## config.mk

```make
export PLATFORM = sky130hd
export DESIGN_NAME = debug_unit_flat
export DESIGN_NICKNAME = d
export VERILOG_FILES = /design/src/rtl/debug_unit_pkg.sv /design/src/rtl/debug_unit_if.sv /design/src/rtl/btn_pulse.sv /design/src/rtl/debug_unit.sv /design/src/flat_wrapper.sv
export SDC_FILE = /design/constraint.sdc
export NUM_CORES = 1
export LEC_CHECK = 0
export CORE_AREA = 2 2 145 112
export CTS_CLUSTER_SIZE = 20
export DETAILED_ROUTE_END_ITERATION = 7
export DIE_AREA = 0 0 147 114
export GPL_TIMING_DRIVEN = 0
export SLEW_MARGIN = 20
export SYNTH_ARGS = -nofsm -noshare
export SYNTH_HDL_FRONTEND = slang
export SYNTH_SLANG_ARGS = --single-unit
```

## constraint.sdc

```tcl
create_clock -name clk -period 3.94 [get_ports clk]
set_input_delay 0.591 -clock clk [delete_from_list [all_inputs] [get_ports clk]]
set_output_delay 0.591 -clock clk [all_outputs]
set_load 0.005 [all_outputs]
```

## src/rtl/debug_unit_pkg.sv

```systemverilog
`default_nettype none
// ============================================================================
//  Module      : debug_unit_pkg
//  Description : Shared project header for the debug unit and the CPU:
//                debounce default, display-select encoding, pulse bundle.
//  Revision    : 1.0 - initial release
// ============================================================================
package debug_unit_pkg;

  // Default number of stable cycles a button must hold before it is accepted.
  localparam int DB_CYCLES_DEFAULT = 4;

  // Display select: 0 shows the memory/register-file view, 1-7 pick a CPU
  // internal value that the CPU returns on sel_data.
  typedef enum logic [2:0] {
    SEL_MEM_RF = 3'd0,
    SEL_INT1   = 3'd1,
    SEL_INT2   = 3'd2,
    SEL_INT3   = 3'd3,
    SEL_INT4   = 3'd4,
    SEL_INT5   = 3'd5,
    SEL_INT6   = 3'd6,
    SEL_INT7   = 3'd7
  } sel_t;

  // One-cycle press pulses of the three buttons.
  typedef struct packed {
    logic step;
    logic inc;
    logic dec;
  } btn_pulses_t;

  // True when the select value picks the memory/register-file view.
  function automatic logic view_is_memrf(input logic [2:0] s);
    return (sel_t'(s) == SEL_MEM_RF);
  endfunction

endpackage
`default_nettype wire

```

## src/rtl/debug_unit_if.sv

```systemverilog
`default_nettype none
// ============================================================================
//  Module      : debug_unit_if
//  Description : Panel and CPU debug bus of the debug unit. The slave modport
//                is the debug unit's view, the master modport the
//                environment's (panel switches/buttons plus the CPU).
//  Revision    : 1.0 - initial release
// ============================================================================
interface debug_unit_if;
  logic        succ;
  logic        step;
  logic [2:0]  sel;
  logic        m_rf;
  logic        inc;
  logic        dec;
  logic [15:0] status;
  logic [31:0] m_data;
  logic [31:0] rf_data;
  logic [31:0] sel_data;
  logic        cpu_en;
  logic [15:0] m_rf_addr;
  logic [2:0]  i_sel;
  logic [15:0] led;
  logic [31:0] disp_data;

  modport slave (
    input  succ, step, sel, m_rf, inc, dec, status, m_data, rf_data, sel_data,
    output cpu_en, m_rf_addr, i_sel, led, disp_data
  );

  modport master (
    output succ, step, sel, m_rf, inc, dec, status, m_data, rf_data, sel_data,
    input  cpu_en, m_rf_addr, i_sel, led, disp_data
  );
endinterface
`default_nettype wire

```

## src/rtl/btn_pulse.sv

```systemverilog
`default_nettype none
// ============================================================================
//  Module      : btn_pulse
//  Description : Raw push-button to single-cycle press pulse: 2-flop
//                synchronizer, debounce counter, registered rising-edge
//                detector. Latency from raw edge to pulse is DB_CYCLES+3.
//  Revision    : 1.0 - initial release
// ============================================================================
module btn_pulse
  import debug_unit_pkg::*;
#(
  parameter int DB_CYCLES = DB_CYCLES_DEFAULT
) (
  input  wire logic clk,
  input  wire logic rst,
  input  wire logic i_raw,
  output logic      o_pulse
);

  // Counter only needs to reach DB_CYCLES-1; the DB_CYCLES-th mismatch flips.
  localparam int CNT_W = (DB_CYCLES > 1) ? $clog2(DB_CYCLES) : 1;
  localparam logic [CNT_W-1:0] c_CNT_LAST = CNT_W'(DB_CYCLES - 1);

  logic [1:0]       r_sync;
  logic [CNT_W-1:0] r_cnt;
  logic             r_level;
  logic             r_prev;
  logic             r_pulse;

  // Bring the asynchronous button into the clock domain.
  always_ff @(posedge clk or posedge rst) begin
    if (rst) r_sync <= 2'b00;
    else     r_sync <= {r_sync[0], i_raw};
  end

  // Accept a new level only after DB_CYCLES consecutive mismatching samples;
  // any agreeing sample in between restarts the count.
  always_ff @(posedge clk or posedge rst) begin
    if (rst) begin
      r_cnt   <= '0;
      r_level <= 1'b0;
    end else if (r_sync[1] != r_level) begin
      if (r_cnt == c_CNT_LAST) begin
        r_level <= r_sync[1];
        r_cnt   <= '0;
      end else begin
        r_cnt <= r_cnt + CNT_W'(1);
      end
    end else begin
      r_cnt <= '0;
    end
  end

  // Registered rising edge of the debounced level: one pulse per press.
  always_ff @(posedge clk or posedge rst) begin
    if (rst) begin
      r_prev  <= 1'b0;
      r_pulse <= 1'b0;
    end else begin
      r_prev  <= r_level;
      r_pulse <= r_level & ~r_prev;
    end
  end

  assign o_pulse = r_pulse;

endmodule
`default_nettype wire

```

## src/rtl/debug_unit.sv

```systemverilog
`default_nettype none
// ============================================================================
//  Module      : debug_unit
//  Description : Front-panel debug controller for the CPU: run/single-step
//                clock enable, debug read address stepping, and the LED /
//                seven-segment display multiplexers.
//  Revision    : 1.0 - initial release
// ============================================================================
module debug_unit
  import debug_unit_pkg::*;
#(
  parameter int DB_CYCLES = DB_CYCLES_DEFAULT
) (
  input  wire logic    clk,
  input  wire logic    rst,
  debug_unit_if.slave  bus
);

  logic [2:0]  w_raw;
  logic [2:0]  w_pulse;
  btn_pulses_t w_pulses;
  logic        w_memrf_view;

  logic        r_started;
  logic        r_cpu_en;
  logic [15:0] r_addr;
  logic [2:0]  r_i_sel;
  logic [15:0] r_led;
  logic [31:0] r_disp;

  // Bit order matches btn_pulses_t: step is the MSB.
  assign w_raw    = {bus.step, bus.inc, bus.dec};
  assign w_pulses = w_pulse;

  generate
    for (genvar gi = 0; gi < 3; gi++) begin : g_btn
      btn_pulse #(
        .DB_CYCLES (DB_CYCLES)
      ) u_btn_pulse (
        .clk     (clk),
        .rst     (rst),
        .i_raw   (w_raw[gi]),
        .o_pulse (w_pulse[gi])
      );
    end
  endgenerate

  // Run while succ is high, otherwise one enable cycle per step press. The
  // first edge after reset is held off so the CPU never runs on that edge.
  always_ff @(posedge clk or posedge rst) begin
    if (rst) begin
      r_started <= 1'b0;
      r_cpu_en  <= 1'b0;
    end else begin
      r_started <= 1'b1;
      r_cpu_en  <= r_started & (bus.succ | w_pulses.step);
    end
  end

  // Debug address stepping; simultaneous inc and dec cancel out.
  always_ff @(posedge clk or posedge rst) begin
    if (rst) begin
      r_addr <= 16'h0000;
    end else begin
      case ({w_pulses.inc, w_pulses.dec})
        2'b10:   r_addr <= r_addr + 16'h0001;
        2'b01:   r_addr <= r_addr - 16'h0001;
        default: r_addr <= r_addr;
      endcase
    end
  end

  // The display path decodes the incoming select so that i_sel, led and
  // disp_data all switch together on the same edge.
  assign w_memrf_view = view_is_memrf(bus.sel);

  // Register the select and the LED / seven-segment views.
  always_ff @(posedge clk or posedge rst) begin
    if (rst) begin
      r_i_sel <= 3'd0;
      r_led   <= 16'h0000;
      r_disp  <= 32'h0000_0000;
    end else begin
      r_i_sel <= bus.sel;
      r_led   <= w_memrf_view ? r_addr : bus.status;
      r_disp  <= w_memrf_view ? (bus.m_rf ? bus.m_data : bus.rf_data)
                              : bus.sel_data;
    end
  end

  assign bus.cpu_en    = r_cpu_en;
  assign bus.m_rf_addr = r_addr;
  assign bus.i_sel     = r_i_sel;
  assign bus.led       = r_led;
  assign bus.disp_data = r_disp;

endmodule
`default_nettype wire
```

## src/flat_wrapper.sv

```systemverilog
// flat-port wrapper written by rule: the top's interface ports become plain ports
module debug_unit_flat import debug_unit_pkg::*;
#(
  parameter int DB_CYCLES = DB_CYCLES_DEFAULT
)
  (clk, rst, bus_succ, bus_step, bus_sel, bus_m_rf, bus_inc, bus_dec, bus_status, bus_m_data, bus_rf_data, bus_sel_data, bus_cpu_en, bus_m_rf_addr, bus_i_sel, bus_led, bus_disp_data);
  debug_unit_if bus_i ();
  input  wire logic clk;
  input  wire logic rst;
  input wire logic [$bits(bus_i.succ)-1:0] bus_succ;
  input wire logic [$bits(bus_i.step)-1:0] bus_step;
  input wire logic [$bits(bus_i.sel)-1:0] bus_sel;
  input wire logic [$bits(bus_i.m_rf)-1:0] bus_m_rf;
  input wire logic [$bits(bus_i.inc)-1:0] bus_inc;
  input wire logic [$bits(bus_i.dec)-1:0] bus_dec;
  input wire logic [$bits(bus_i.status)-1:0] bus_status;
  input wire logic [$bits(bus_i.m_data)-1:0] bus_m_data;
  input wire logic [$bits(bus_i.rf_data)-1:0] bus_rf_data;
  input wire logic [$bits(bus_i.sel_data)-1:0] bus_sel_data;
  output wire logic [$bits(bus_i.cpu_en)-1:0] bus_cpu_en;
  output wire logic [$bits(bus_i.m_rf_addr)-1:0] bus_m_rf_addr;
  output wire logic [$bits(bus_i.i_sel)-1:0] bus_i_sel;
  output wire logic [$bits(bus_i.led)-1:0] bus_led;
  output wire logic [$bits(bus_i.disp_data)-1:0] bus_disp_data;
  assign bus_i.succ = bus_succ;
  assign bus_i.step = bus_step;
  assign bus_i.sel = bus_sel;
  assign bus_i.m_rf = bus_m_rf;
  assign bus_i.inc = bus_inc;
  assign bus_i.dec = bus_dec;
  assign bus_i.status = bus_status;
  assign bus_i.m_data = bus_m_data;
  assign bus_i.rf_data = bus_rf_data;
  assign bus_i.sel_data = bus_sel_data;
  assign bus_cpu_en = bus_i.cpu_en;
  assign bus_m_rf_addr = bus_i.m_rf_addr;
  assign bus_i_sel = bus_i.i_sel;
  assign bus_led = bus_i.led;
  assign bus_disp_data = bus_i.disp_data;
  debug_unit #(.DB_CYCLES(DB_CYCLES)) u_core (.clk(clk), .rst(rst), .bus(bus_i));
endmodule
```

# Word level (Yosys, flattened, before mapping)
# Cells that the tools add are included.
[op_classes]
div = 0
muxes = 10
order_cmp = 0
shifts = 0
mul = 0
n_reduce_logical = 5
add_sub_neg = 5
bitwise_logic = 8
n_eq_ne = 8
[ops]
columns = ["operator", "n"]
rows = [
  ["2-to-1 mux 32 bit", 2],
  ["case mux 16 bit (2 select lines)", 1],
  ["adder 16 x 1 -> 16 bit, second input constant", 1],
  ["2-to-1 mux 16 bit", 1],
  ["subtractor 16 x 1 -> 16 bit, second input constant", 1],
  ["2-to-1 mux 2 bit", 6],
  ["equality test 2 bit, second input constant", 4],
  ["adder 2 x 1 -> 2 bit, second input constant", 3],
  ["AND reduction 2 bit", 3],
  ["AND 1 bit", 4],
  ["logical NOT 3 bit", 1],
  ["inequality test 1 bit", 3],
  ["NOT 1 bit", 3],
  ["equality test 2 x 1 -> 1 bit, second input constant", 1],
  ["nonzero test 2 bit", 1],
  ["OR 1 bit", 1],
]
[totals]
latchBits = 0
wordCells = 57
mem_bits_rw = 0
n_memories = 0
mem_bits_ro = 0
reg_bits = 90
out_inout_bits = 68

# Depth between registers and ports, before layout
# Gate-level depths: netlist of the first run.
[depth]
depth_word = 3
mapped_depth = 15
mapped_depth_nobuf = 10

# Cells and area by module
# A second synthesis of the first run with hierarchy kept.
[hier_totals]
hier_cells = 410
area_unflattened_um2 = 4365.4
[by_module_without_submodules]
columns = ["mod", "seq_area_each_um2", "cells_each", "n_inst", "area_per_inst_um2"]
rows = [
  ["debug_unit", 1726.7, 368, 1, 3663.5],
  ["btn_pulse", 175.2, 14, 3, 234.0],
]

# Least setup slack after synthesis of the first run
# No wires, ideal clock.
[synth_timing]
kind = "register -> register"
from = "register u_core.g_btn[1].u_btn_pulse.r_pulse"
to = "register u_core.r_addr[14] (netlist: u_core.bus.m_rf_addr[14])"
required_time_ns = 3.860
path_stages_with_launch = 16
path_slack_ns = 0.617
path_buffers = 5
arrival_ns = 3.243
cell_sequence = "dfrtp_1 -> inv_1 -> ha_1 -> buf_2 -> buf_2 -> clkbuf_1 -> clkbuf_1 -> xor2_1 -> ha_1 -> nor4_1 -> or4_4 -> buf_6 -> a21o_1 -> a32oi_2 -> mux2i_1 -> xnor2_1"
[synth_via]
elab_chain_len = 2
elab_cells_between_ends = 4
[synth_lines]
columns = ["item", "line", "rtl"]
rows = [
  ["start: declaration", "btn_pulse.sv:28", "logic r_pulse;"],
  ["start signal: assignment", "btn_pulse.sv:61", "r_pulse <= r_level & ~r_prev;"],
  ["equality test 2 x 1 -> 1 bit or equality test 2 bit (tied branches)", "debug_unit.sv:65", "case ({w_pulses.inc, w_pulses.dec})"],
  ["case mux 16 bit (2 select lines) or nonzero test 2 bit (tied branches)", "--", ""],
  ["end signal: assignment", "debug_unit.sv:66", "2'b10: r_addr <= r_addr + 16'h0001;"],
  ["end signal: assignment", "debug_unit.sv:67", "2'b01: r_addr <= r_addr - 16'h0001;"],
  ["end signal: assignment", "debug_unit.sv:68", "default: r_addr <= r_addr;"],
  ["end: declaration", "debug_unit.sv:26", "logic [15:0] r_addr;"],
]
# Several ways; a longest one is shown, not always the timed one.
# A chain may end at the register's enable or synchronous reset.

# Worst setup path after layout of the first run
[layout_timing]
from = "register u_core.g_btn[1].u_btn_pulse.r_pulse"
to = "register u_core.r_addr[12] (netlist: u_core.bus.m_rf_addr[12])"
# Same word-level chain as after synthesis.

==> qor.tcl, run 1 <==
set qor(status) {finished clean}
set qor(antennaDiodeCount) 0
set qor(cts_buffers) 9
set qor(design.die.area_mm2) 0.01676
set qor(finalSetupViolations) 0
set qor(dr_total_vias) 4051
set qor(netlist-cell-type-count) 56
set qor(crit_fanout) 19
set qor(numClockSinks) 90
set qor(finalSetupTns_ns) 0
set qor(synth-adder-area-share_pct) 1.668
set qor(synth_compound_gate_area_share_pct) 12.73
set qor(place_congestion) 0.8963
set qor(min_period_ns) 3.580
set qor(synthCells) 431
set qor(num-nets-final) 758
set qor(timing.setup.critical_path_class) {reg2reg}
set qor(synth-edff-count) 0
set qor(post-synth-top-area-cell) {dfrtp_1}
set qor(hold_start) {u_core.g_btn[2].u_btn_pulse.r_sync[0]$_DFF_PP0_}
set qor(placement.io_buffers) 188
set qor(final.period_utilization_pct) 90.86
set qor(grt_pass1_vias) 4161
set qor(cpLargestDelayFamily) {buffers and inverters}
set qor(async_reset_ff_share_pct) 100.0
set qor(worst_clock_skew_ns) 0.01081
set qor(cts.path.max_buffers) 2
set qor(tritoncts_clock_tree) {built}
set qor(crit_required_ns) 4.20
set qor(finalMaxSlewViolations) 0
set qor(hpwl_after_detailed_placement_mm) 10.39
set qor(postSynthNetCount) 559
set qor(detailedRoute.firstIterationViolations) 235
set qor(cts.clk_slew.worst_paths_ns) 0.07
set qor(critical_path.slowest_cell) {or4_4}
set qor(clock_latency_ns) 0.34
set qor(synthMostInstantiatedCell) {dfrtp_1}
set qor(worst_ep_arrival_time_ns) 3.84
set qor(postCtsHoldBufs) 0
set qor(die_w_um) 147
set qor(initial_core_utilization_pct) 29.02
set qor(crit_path_start) {u_core.g_btn[1].u_btn_pulse.o_pulse$_DFF_PP0_}
set qor(per_cell_routed_wire_length_um) 15.90
set qor(power.density_mw_per_mm2) 576.7
set qor(setup.worst_path.end_class) {flip-flop}
set qor(finalHoldViolCount) 0
set qor(synth_top_family_by_area) {simple AND/OR/NAND/NOR gates}
set qor(r2r-start) {u_core.g_btn[1].u_btn_pulse.o_pulse$_DFF_PP0_}
set qor(main_flop_type_after_synthesis) {dfrtp_1}
set qor(core.rowCount) 40
set qor(grt_remaining_overflow) 0
set qor(grt_pass1_wl_mm) 21.58
set qor(slew_headroom_pct) 51.31
set qor(total_power_mw) 4.035
set qor(maximum_level_of_the_cts_h_tree) 3
set qor(simple_gate_share_of_the_synthesized_area_pct) 14.20
set qor(drt-pass1-iter-count) 5
set qor(post_dp_cell_area_mm2) 0.006681
set qor(transition_at_the_pin_with_the_smallest_max_transition_slack_ns) 0.7304
set qor(synth_warn) 0
set qor(irDropWorstVdd_uv) 218.0
set qor(chipHeight_um) 114
set qor(cap_violations) 0
set qor(grt_antenna_before_repair) 0
set qor(post-route-drc-count) 0
set qor(io_pins) 190
set qor(hold_path_class) {reg2reg}
set qor(mappedNetlistArea_mm2) 0.004502
set qor(worstSetupStartpointType) {flip-flop}
set qor(layout-drive-gt1-share_pct) 7.874
set qor(synthXorXnorAreaFrac_pct) 3.891
set qor(synth.area.top_cells) {dfrtp_1 (50%), mux2i_1 (8.2%), mux2_2 (5.3%)}
set qor(post_synth_most_frequent_cells) {dfrtp_1 (90), nor2_1 (46), a21oi_1 (41), mux2i_1 (37), clkbuf_1 (23)}
set qor(gr-usage-all-layers_pct) 16.43
set qor(grt_setup_unrepaired) {false}
set qor(delay_contributed_by_the_slowest_stage_of_the_critical_path_ns) 0.48
set qor(final_cell_area_mm2) 0.006995
set qor(cts_root_buf) {clkbuf_16}
set qor(synth_seq_cells) 90
set qor(area_fraction_of_the_dominant_cell_type_after_synthesis_pct) 50.03
set qor(max_clock_freq_mhz) 279.3
set qor(critPathBufInv) 5
set qor(route.antenna.remaining_nets) 0
set qor(area_growth_pct) 55.39
set qor(synth.yosys.seq_area_share_pct) 50.03
set qor(power.leakage_nw) 2.857
set qor(synth_mux_area_share_pct) 13.48
set qor(worstPathCellList) {inv_1 -> ha_1 -> buf_2 -> buf_2 -> clkbuf_2 -> xor2_1 -> ha_1 -> nor4_1 -> or4_4 -> buf_6 -> o22ai_1 -> nand2_1 -> or4_1 -> o2111ai_1}
set qor(per_cell_via_count_in_the_routed_design) 4.794
set qor(grt_max_degree) 58
set qor(syn-mean-instance-area_um2) 10.45
set qor(drt-total-wl_mm) 13.43
set qor(placeableCoreArea_mm2) 0.01551
==> final cells by class <==
type	instances	area, um^2
fill	1467	8519
sequential	90	2252
buffer	36	155.1
timing repair buffer	189	1909
clock inverter	3	46.29
multi-input combinational	299	2078
tap	210	262.8
clock buffer	13	270.3
inverter	5	21.27
==> logic make-up after synthesis <==
| logic type | after synthesis |
|---|---|
| AND/OR/NAND/NOR | 122 |
| AO/OA/AOI/OAI | 92 |
| flip-flops | 90 |
| multiplexers | 58 |
| buffers and inverters | 42 |
| XOR/XNOR | 20 |
| adder cells (fa/ha/maj) | 6 |
| other | 1 |
==> cells in the final DEF, fill, tap and decap left out, types with 3 or more instances in the layout <==
master	n
o31a_1	5
xnor2_1	8
nor2b_1	12
a21oi_1	41
a221oi_1	3
nand4_1	3
nor3b_1	4
dfrtp_1	90
clkbuf_16	9
o22ai_1	3
a21o_1	3
clkbuf_1	22
xor2_1	12
buf_2	6
nor4_1	7
nand2b_1	7
nand3b_1	3
nand2_1	15
mux2_2	21
clkbuf_8	3
o21ai_0	7
o21ai_1	10
clkdlybuf4s50_1	188
nor2_1	46
buf_1	6
ha_1	6
and2_1	3
inv_1	4
nor3_1	6
mux2i_1	37
==> metrics by stage <==
step	utilization, %	hold slack, ns	cells	setup WS (ns)
finish	45.09	0.3474	845	0.3600
global route	45.09	0.3671	845	0.1319
CTS	45.09	0.3495	845	0.3639
detailed placement	43.06	0.3347	830	-0.1953
global placement	42.84	0.3326	829	-0.4437
floorplan	-	0.3312	431	0.6173
==> power by group <==
part / internal (mW) / leakage (nW) / switching [mW]
registers: 1.13 / 1.06 / 0.146
logic: 0.892 / 1.65 / 0.966
clock network: 0.545 / 0.152 / 0.354
==> sequential cells by signal, summed over array words and instances (netlist names), 3 cells and up <==
register	count
u_core.bus.i_sel	3
u_core.g_btn.u_btn_pulse.r_prev	3
u_core.bus.disp_data	32
u_core.g_btn.u_btn_pulse.o_pulse	3
u_core.bus.led	16
u_core.g_btn.u_btn_pulse.r_level	3
u_core.bus.m_rf_addr	16
u_core.g_btn.u_btn_pulse.r_cnt	6
u_core.g_btn.u_btn_pulse.r_sync	6
==> worst reg2reg max path, delay by kind of cell, from the launching register on <==
kind	cells	cell delay, ns
compound gates	2	0.26
xor+xnor	1	0.18
fa+ha+maj	2	0.41
buf+inv	5	1.18
flops	1	0.36
simple gates	4	1.10
==> layer usage <==
layer	wire length [um]	global-route usage, %	vias up
met1	5586	20.53	1934
met2	6364	26.79	177
met3	1244	6.120	21
met4	236	4.872	0
met5	0	0	-
li1	-	-	1919
==> final timing paths <==
kind | slack, ns | cells after the start | endpoint
min in group asynchronous | 0.63 | 2 | u_core.bus.m_rf_addr[7]$_DFFE_PP0P_
min reg2reg | 0.35 | 0 | u_core.g_btn[2].u_btn_pulse.r_sync[1]$_DFF_PP0_
min | 0.35 | 0 | u_core.g_btn[2].u_btn_pulse.r_sync[1]$_DFF_PP0_
max reg2reg | 0.36 | 14 | u_core.bus.m_rf_addr[12]$_DFFE_PP0P_
max | 0.36 | 14 | u_core.bus.m_rf_addr[12]$_DFFE_PP0P_
max in group asynchronous | 2.67 | 3 | u_core.g_btn[0].u_btn_pulse.r_cnt[1]$_DFF_PP0_
==> timing repair <==
item	4_1_cts	5_1_grt
setup buffers	0	0
endpoints found under the setup margin	4	0
gates resized for setup	1	0
No activity file was read; power rests on OpenSTA's default activity.
==> inputs of run 2 (changes only) <==
--- a/config.mk
+++ b/config.mk
@@ -10,6 +10,7 @@
 export DETAILED_ROUTE_END_ITERATION = 7
 export DIE_AREA = 0 0 147 114
 export GPL_TIMING_DRIVEN = 0
+export MAX_ROUTING_LAYER = met4
 export SLEW_MARGIN = 20
 export SYNTH_ARGS = -nofsm -noshare
 export SYNTH_HDL_FRONTEND = slang
==> run 2 against run 1 <==
  * Cell count is the same
  * Fmax shrank 1.3%
  * Sequential cell count is the same
  * Design area shrank 0.11%
  * Critical endpoint is now u_core.bus.m_rf_addr[14]$_DFFE_PP0P_
  * First-iteration DRC count shrank 8.9%
  * Die area is the same
==> qor.tcl, run 2 (same netlist as run 1, synthesis figures left out) <==
set qor(per_cell_via_count_in_the_routed_design) 4.837 ;# was 4.794
set qor(chipHeight_um) 114 ;# unchanged
set qor(drt-total-wl_mm) 13.71 ;# was 13.43 mm
set qor(irDropWorstVdd_uv) 223.1 ;# was 218.0 uV
set qor(grt_pass1_vias) 4175 ;# was 4161
set qor(finalSetupViolations) 0 ;# unchanged
set qor(ctsResizeCount) 1 ;# unchanged
set qor(detailedRoute.firstIterationViolations) 214 ;# was 235
set qor(cts_root_buf) {clkbuf_16} ;# unchanged
set qor(crit_required_ns) 4.21 ;# was 4.20 ns
set qor(area_growth_pct) 55.23 ;# was 55.39%
set qor(power.leakage_nw) 2.852 ;# was 2.857 nW
set qor(setup.worst_path.end_class) {flip-flop} ;# unchanged
set qor(transition_at_the_pin_with_the_smallest_max_transition_slack_ns) 0.7481 ;# was 0.7304 ns
set qor(grt_max_degree) 52 ;# was 58
set qor(crit_fanout) 19 ;# unchanged
set qor(cts.path.max_buffers) 2 ;# unchanged
set qor(finalHoldViolCount) 0 ;# unchanged
set qor(die_w_um) 147 ;# unchanged
set qor(max_clock_freq_mhz) 275.8 ;# was 279.3 MHz
set qor(worstSetupStartpointType) {flip-flop} ;# unchanged
set qor(post_cts_buffers) 0 ;# unchanged
set qor(grt_antenna_before_repair) 0 ;# unchanged
set qor(postCtsHoldBufs) 0 ;# unchanged
set qor(route.antenna.remaining_nets) 0 ;# unchanged
set qor(gr-usage-all-layers_pct) 17.46 ;# was 16.43%
set qor(io_pins) 190 ;# unchanged
set qor(worst_clock_skew_ns) 0.01100 ;# was 0.01081 ns
set qor(grt_pass1_wl_mm) 22.09 ;# was 21.58 mm
set qor(hpwl_after_detailed_placement_mm) 10.46 ;# was 10.39 mm
set qor(grt_remaining_overflow) 0 ;# unchanged
set qor(grt_setup_unrepaired) {false} ;# unchanged
set qor(clock_latency_ns) 0.35 ;# was 0.34 ns
set qor(status) {finished clean} ;# unchanged
set qor(flip_flop_count_of_the_largest_register_all_copies_and_words_added) 32 ;# unchanged
set qor(layout_commonest_cell) {clkdlybuf4s50_1} ;# unchanged
set qor(worstPathCellList) {inv_1 -> ha_1 -> buf_2 -> buf_2 -> clkbuf_2 -> xor2_1 -> ha_1 -> nor4_1 -> or4_4 -> buf_6 -> a21o_1 -> a32oi_2 -> mux2i_1 -> xnor2_1} ;# was inv_1 -> ha_1 -> buf_2 -> buf_2 -> clkbuf_2 -> xor2_1 -> ha_1 -> nor4_1 -> or4_4 -> buf_6 -> o22ai_1 -> nand2_1 -> or4_1 -> o2111ai_1
set qor(place_congestion) 0.9014 ;# was 0.8963
set qor(cpLargestDelayFamily) {buffers and inverters} ;# unchanged
set qor(post-route-drc-count) 0 ;# unchanged
set qor(per_cell_routed_wire_length_um) 16.22 ;# was 15.90 um
set qor(delay_contributed_by_the_slowest_stage_of_the_critical_path_ns) 0.48 ;# about the same
set qor(timing.setup.critical_path_class) {reg2reg} ;# unchanged
set qor(antennaDiodeCount) 0 ;# unchanged
set qor(drt-pass1-iter-count) 4 ;# was 5
set qor(tritoncts_clock_tree) {built} ;# unchanged
set qor(placement.io_buffers) 188 ;# unchanged
set qor(final_cell_mix) {clkdlybuf4s50_1 (188), dfrtp_1 (90), nor2_1 (46)} ;# unchanged
set qor(critPathBufInv) 5 ;# unchanged
set qor(final.period_utilization_pct) 92.02 ;# was 90.86%
set qor(finalSetupTns_ns) 0 ;# unchanged
set qor(cap_violations) 0 ;# unchanged
set qor(worst_ep_arrival_time_ns) 3.89 ;# was 3.84 ns
set qor(dr_total_vias) 4087 ;# was 4051
set qor(design.die.area_mm2) 0.01676 ;# unchanged
set qor(finalMaxSlewViolations) 0 ;# unchanged
set qor(hold_path_class) {reg2reg} ;# unchanged
set qor(core.rowCount) 40 ;# unchanged
set qor(power.density_mw_per_mm2) 578.1 ;# was 576.7 mW/mm^2
set qor(layout-drive-gt1-share_pct) 7.717 ;# was 7.874%
set qor(maximum_level_of_the_cts_h_tree) 3 ;# unchanged
set qor(total_power_mw) 4.040 ;# was 4.035 mW
set qor(slew_headroom_pct) 49.85 ;# was 51.31%
set qor(hold_slack_ns) 0.3463 ;# was 0.3474 ns
set qor(min_period_ns) 3.626 ;# was 3.580 ns
set qor(critical_path.slowest_cell) {or4_4} ;# unchanged
set qor(numClockSinks) 90 ;# unchanged
set qor(cts.clk_slew.worst_paths_ns) 0.07 ;# about the same
set qor(initial_core_utilization_pct) 29.02 ;# unchanged
set qor(num-nets-final) 758 ;# unchanged
set qor(cts_buffers) 9 ;# unchanged
set qor(placeableCoreArea_mm2) 0.01551 ;# unchanged
[run 2: cell count changes in the layout (fill, tap and decap cells not counted)]
cell and delta:
inv_4 -1, inv_6 +2, clkbuf_1 +1, clkinv_4 -1, clkbuf_8 -1
[run 2: through the flow]
step | cell area, um^2 | util, % | setup WS, ns | cells
final | 6988 | 45.04 | 0.3143 | 845
after floorplan | 4502 | - | 0.6173 | 431
after detailed placement | 6684 | 43.08 | -0.2223 | 830
after global routing | 6988 | 45.04 | 0.1180 | 845
after global placement | 6646 | 42.84 | -0.4505 | 829
after CTS | 6988 | 45.04 | 0.3227 | 845
[run 2: path summary, 6_finish.rpt]
kind | start | to | slack, ns | depth (start not counted)
worst max-delay path | u_core.g_btn[1].u_btn_pulse.o_pulse$_DFF_PP0_ | u_core.bus.m_rf_addr[14]$_DFFE_PP0P_ | 0.31 | 14
worst min-delay path | u_core.g_btn[2].u_btn_pulse.r_sync[0]$_DFF_PP0_ | u_core.g_btn[2].u_btn_pulse.r_sync[1]$_DFF_PP0_ | 0.35 | 0
worst max register to register | u_core.g_btn[1].u_btn_pulse.o_pulse$_DFF_PP0_ | u_core.bus.m_rf_addr[14]$_DFFE_PP0P_ | 0.31 | 14
worst min register to register | u_core.g_btn[2].u_btn_pulse.r_sync[0]$_DFF_PP0_ | u_core.g_btn[2].u_btn_pulse.r_sync[1]$_DFF_PP0_ | 0.35 | 0
max in group asynchronous | rst | u_core.g_btn[0].u_btn_pulse.r_cnt[1]$_DFF_PP0_ | 2.72 | 3
min in group asynchronous | rst | u_core.bus.disp_data[25]$_DFF_PP0_ | 0.63 | 2
[run 2: power breakdown]
part	internal, mW	switching [mW]	total, mW
Sequential	1.13	0.149	1.28
Clock	0.529	0.366	0.895
Combinational	0.891	0.972	1.86
[run 2: cell type report]
class,count,area (um^2)
plain buffers,36,155.1
clock buffers,13,260.3
clock inverters,3,46.29
fillers,1490,8527
inverters,5,23.77
multi-input cells,299,2078
flip-flops and latches,90,2252
well taps,210,262.8
repair buffers,189,1909
[run 2: routing by layer]
metal,global-route usage [%],wire [um],part of all wire [%],vias up
li1,-,-,-,1917
met1,21.95,5923,43,2010
met2,27.23,6500,47,144
met3,5.640,1076,7.8,16
met4,5.000,209,1.5,0
met5,-,0,0,-
==> inputs of run 3 (changes only) <==
--- a/config.mk
+++ b/config.mk
@@ -11,6 +11,7 @@
 export DIE_AREA = 0 0 147 114
 export GPL_TIMING_DRIVEN = 0
 export MAX_ROUTING_LAYER = met4
+export SKIP_CTS_REPAIR_TIMING = 1
 export SLEW_MARGIN = 20
 export SYNTH_ARGS = -nofsm -noshare
 export SYNTH_HDL_FRONTEND = slang
==> run 3 against run 2 <==
  * Via count shrank 0.73%
  * Setup slack gained 0.014 ns
  * Clock power is essentially flat
  * Utilization is the same
  * Critical path depth is the same
  * Hold slack is essentially flat
  * Design area is the same
  * Sequential cell count is the same
==> qor.tcl, run 3 (same netlist as run 1, synthesis figures left out) <==
set qor(status) {finished clean} ;# unchanged
set qor(finalSetupTns_ns) 0 ;# unchanged
set qor(grt_pass1_wl_mm) 22.18 ;# was 22.09 mm
set qor(power.internal_mw) 2.553 ;# about the same
set qor(final_cell_mix) {clkdlybuf4s50_1 (188), dfrtp_1 (90), nor2_1 (46)} ;# unchanged
set qor(worstSetupStartpointType) {flip-flop} ;# unchanged
set qor(maximum_level_of_the_cts_h_tree) 3 ;# unchanged
set qor(detailedRoute.firstIterationViolations) 176 ;# was 214
set qor(finalHoldViolCount) 0 ;# unchanged
set qor(power.leakage_nw) 2.852 ;# unchanged
set qor(crit_required_ns) 4.21 ;# about the same
set qor(per_cell_routed_wire_length_um) 16.28 ;# was 16.22 um
set qor(per_cell_via_count_in_the_routed_design) 4.801 ;# was 4.837
set qor(worst_clock_skew_ns) 0.01014 ;# was 0.01100 ns
set qor(crit_fanout) 19 ;# unchanged
set qor(chipHeight_um) 114 ;# unchanged
set qor(antennaDiodeCount) 0 ;# unchanged
set qor(die_w_um) 147 ;# unchanged
set qor(finish.cell_count_without_fillers) 845 ;# unchanged
set qor(setup.worst_path.end_class) {flip-flop} ;# unchanged
set qor(routed.top_layer) {met4} ;# unchanged
set qor(flip_flop_count_of_the_largest_register_all_copies_and_words_added) 32 ;# unchanged
set qor(wl_met3_mm) 1.037 ;# was 1.076 mm
set qor(placeableCoreArea_mm2) 0.01551 ;# unchanged
set qor(cts.path.max_buffers) 2 ;# unchanged
set qor(cap_violations) 0 ;# unchanged
set qor(core.rowCount) 40 ;# unchanged
set qor(finalSetupViolations) 0 ;# unchanged
set qor(power.density_mw_per_mm2) 579.2 ;# was 578.1 mW/mm^2
set qor(critical_path.slowest_cell) {or4_4} ;# unchanged
set qor(drt-total-wl_mm) 13.76 ;# was 13.71 mm
set qor(post-route-drc-count) 0 ;# unchanged
set qor(num-nets-final) 758 ;# unchanged
set qor(cpLargestDelayFamily) {buffers and inverters} ;# unchanged
set qor(hold_slack_ns) 0.3463 ;# about the same
set qor(numClockSinks) 90 ;# unchanged
set qor(place_congestion) 0.9014 ;# unchanged
set qor(clock_power_share_pct) 22.1 ;# was 22.2%
set qor(seqPwrFrac_pct) 31.7 ;# about the same
set qor(total_power_mw) 4.048 ;# was 4.040 mW
set qor(dp_worst_setup_slack_ns) -0.2223 ;# unchanged
set qor(hpwl_after_detailed_placement_mm) 10.46 ;# unchanged
set qor(final.period_utilization_pct) 91.67 ;# was 92.02%
set qor(grt_setup_unrepaired) {false} ;# unchanged
set qor(dr_total_vias) 4057 ;# was 4087
set qor(layout_commonest_cell) {clkdlybuf4s50_1} ;# unchanged
set qor(tritoncts_clock_tree) {built} ;# unchanged
set qor(area_growth_pct) 55.23 ;# unchanged
set qor(critPathBufInv) 5 ;# unchanged
set qor(p_sw_mw) 1.495 ;# was 1.487 mW
set qor(m1WireLength_mm) 6.015 ;# was 5.923 mm
set qor(final_cell_area_mm2) 0.006988 ;# unchanged
set qor(cts_buffers) 9 ;# unchanged
set qor(cts.clk_slew.worst_paths_ns) 0.07 ;# about the same
set qor(layout-drive-gt1-share_pct) 7.717 ;# unchanged
set qor(cts_root_buf) {clkbuf_16} ;# unchanged
set qor(wl_met2_mm) 6.505 ;# was 6.500 mm
set qor(grt_pass1_vias) 4169 ;# was 4175
set qor(gr-usage-all-layers_pct) 17.54 ;# was 17.46%
set qor(dp_cells) 830 ;# unchanged
set qor(finalMaxSlewViolations) 0 ;# unchanged
set qor(min_period_ns) 3.612 ;# was 3.626 ns
set qor(clock_latency_ns) 0.35 ;# about the same
set qor(timing.setup.critical_path_class) {reg2reg} ;# unchanged
set qor(worst_ep_arrival_time_ns) 3.88 ;# was 3.89 ns
set qor(delay_contributed_by_the_slowest_stage_of_the_critical_path_ns) 0.48 ;# about the same
set qor(fraction_of_power_consumed_by_combinational_cells_pct) 46.2 ;# was 46.1%
set qor(design.die.area_mm2) 0.01676 ;# unchanged
set qor(route.antenna.remaining_nets) 0 ;# unchanged
set qor(irDropWorstVdd_uv) 221.6 ;# was 223.1 uV
set qor(placement.io_buffers) 188 ;# unchanged
set qor(sw_frac_of_total_pct) 36.93 ;# was 36.80%
set qor(max_clock_freq_mhz) 276.9 ;# was 275.8 MHz
set qor(drt-pass1-iter-count) 5 ;# was 4
set qor(initial_core_utilization_pct) 29.02 ;# unchanged
set qor(grt_remaining_overflow) 0 ;# unchanged
set qor(post_dp_cell_area_mm2) 0.006684 ;# unchanged
set qor(timing.final.ws_setup_ns) 0.3282 ;# was 0.3143 ns
set qor(slew_headroom_pct) 49.59 ;# was 49.85%
set qor(transition_at_the_pin_with_the_smallest_max_transition_slack_ns) 0.7520 ;# was 0.7481 ns
set qor(worstPathCellList) {inv_1 -> ha_1 -> buf_2 -> buf_2 -> clkbuf_2 -> xor2_1 -> ha_1 -> nor4_1 -> or4_4 -> buf_6 -> a21o_1 -> a32oi_2 -> mux2i_1 -> xnor2_1} ;# unchanged
set qor(grt_antenna_before_repair) 0 ;# unchanged
set qor(io_pins) 190 ;# unchanged
set qor(hold_path_class) {reg2reg} ;# unchanged
set qor(grt_max_degree) 52 ;# unchanged
set qor(final_util_pct) 45.04 ;# unchanged
set qor(filler_cell_count) 1490 ;# unchanged
[run 3: cell counts in the layout (fill, tap and decap cells not counted)]
No cell type changed its count.
[run 3: power groups by stage]
stage | clock [mW] | sequential [mW] | combinational, mW
5_1_grt | 0.958 | 1.31 | 2.07
3_3_place_gp | 0 | 1.29 | 1.83
3_5_place_dp | 0 | 1.30 | 1.87
2_1_floorplan | 0 | 1.27 | 1.14
6_report | 0.894 | 1.28 | 1.87
4_1_cts | 0.924 | 1.29 | 1.88
[run 3: area by class of cell]
cell class	count	area, um^2	area share, %
Clock inverter	3	46.29	0.6625
Sequential cell	90	2252	32.23
Multi-Input combinational cell	299	2078	29.74
Inverter	5	23.77	0.3402
Clock buffer	13	260.3	3.724
Tap cell	210	262.8	3.760
Timing Repair Buffer	189	1909	27.32
Buffer	36	155.1	2.220
[run 3: worst reg2reg max path: stages (launching register included)]
cell and delay [ns]:
dfrtp_1 0.36, inv_1 0.07, ha_1 0.20, buf_2 0.25
buf_2 0.38, clkbuf_2 0.37, xor2_1 0.19, ha_1 0.21
nor4_1 0.06, or4_4 0.48, buf_6 0.15, a21o_1 0.17
a32oi_2 0.25, mux2i_1 0.26, xnor2_1 0.13
[run 3: layer usage]
| metal | vias up | global-route usage (%) |
|---|---|---|
| met5 | - | - |
| met4 | 0 | 4.936 |
| met3 | 17 | 5.560 |
| met2 | 149 | 27.39 |
| met1 | 1977 | 22.10 |
| li1 | 1914 | - |
[run 3: path summary, 6_finish.rpt]
check	startpoint	endpoint	slack, ns	cells after the start
max in group asynchronous	rst	u_core.g_btn[0].u_btn_pulse.r_cnt[1]$_DFF_PP0_	2.72	3
min in group asynchronous	rst	u_core.bus.disp_data[25]$_DFF_PP0_	0.63	2
max reg2reg	u_core.g_btn[1].u_btn_pulse.o_pulse$_DFF_PP0_	u_core.bus.m_rf_addr[14]$_DFFE_PP0P_	0.33	14
max	u_core.g_btn[1].u_btn_pulse.o_pulse$_DFF_PP0_	u_core.bus.m_rf_addr[14]$_DFFE_PP0P_	0.33	14
min reg2reg	u_core.g_btn[2].u_btn_pulse.r_sync[0]$_DFF_PP0_	u_core.g_btn[2].u_btn_pulse.r_sync[1]$_DFF_PP0_	0.35	0
min	u_core.g_btn[2].u_btn_pulse.r_sync[0]$_DFF_PP0_	u_core.g_btn[2].u_btn_pulse.r_sync[1]$_DFF_PP0_	0.35	0
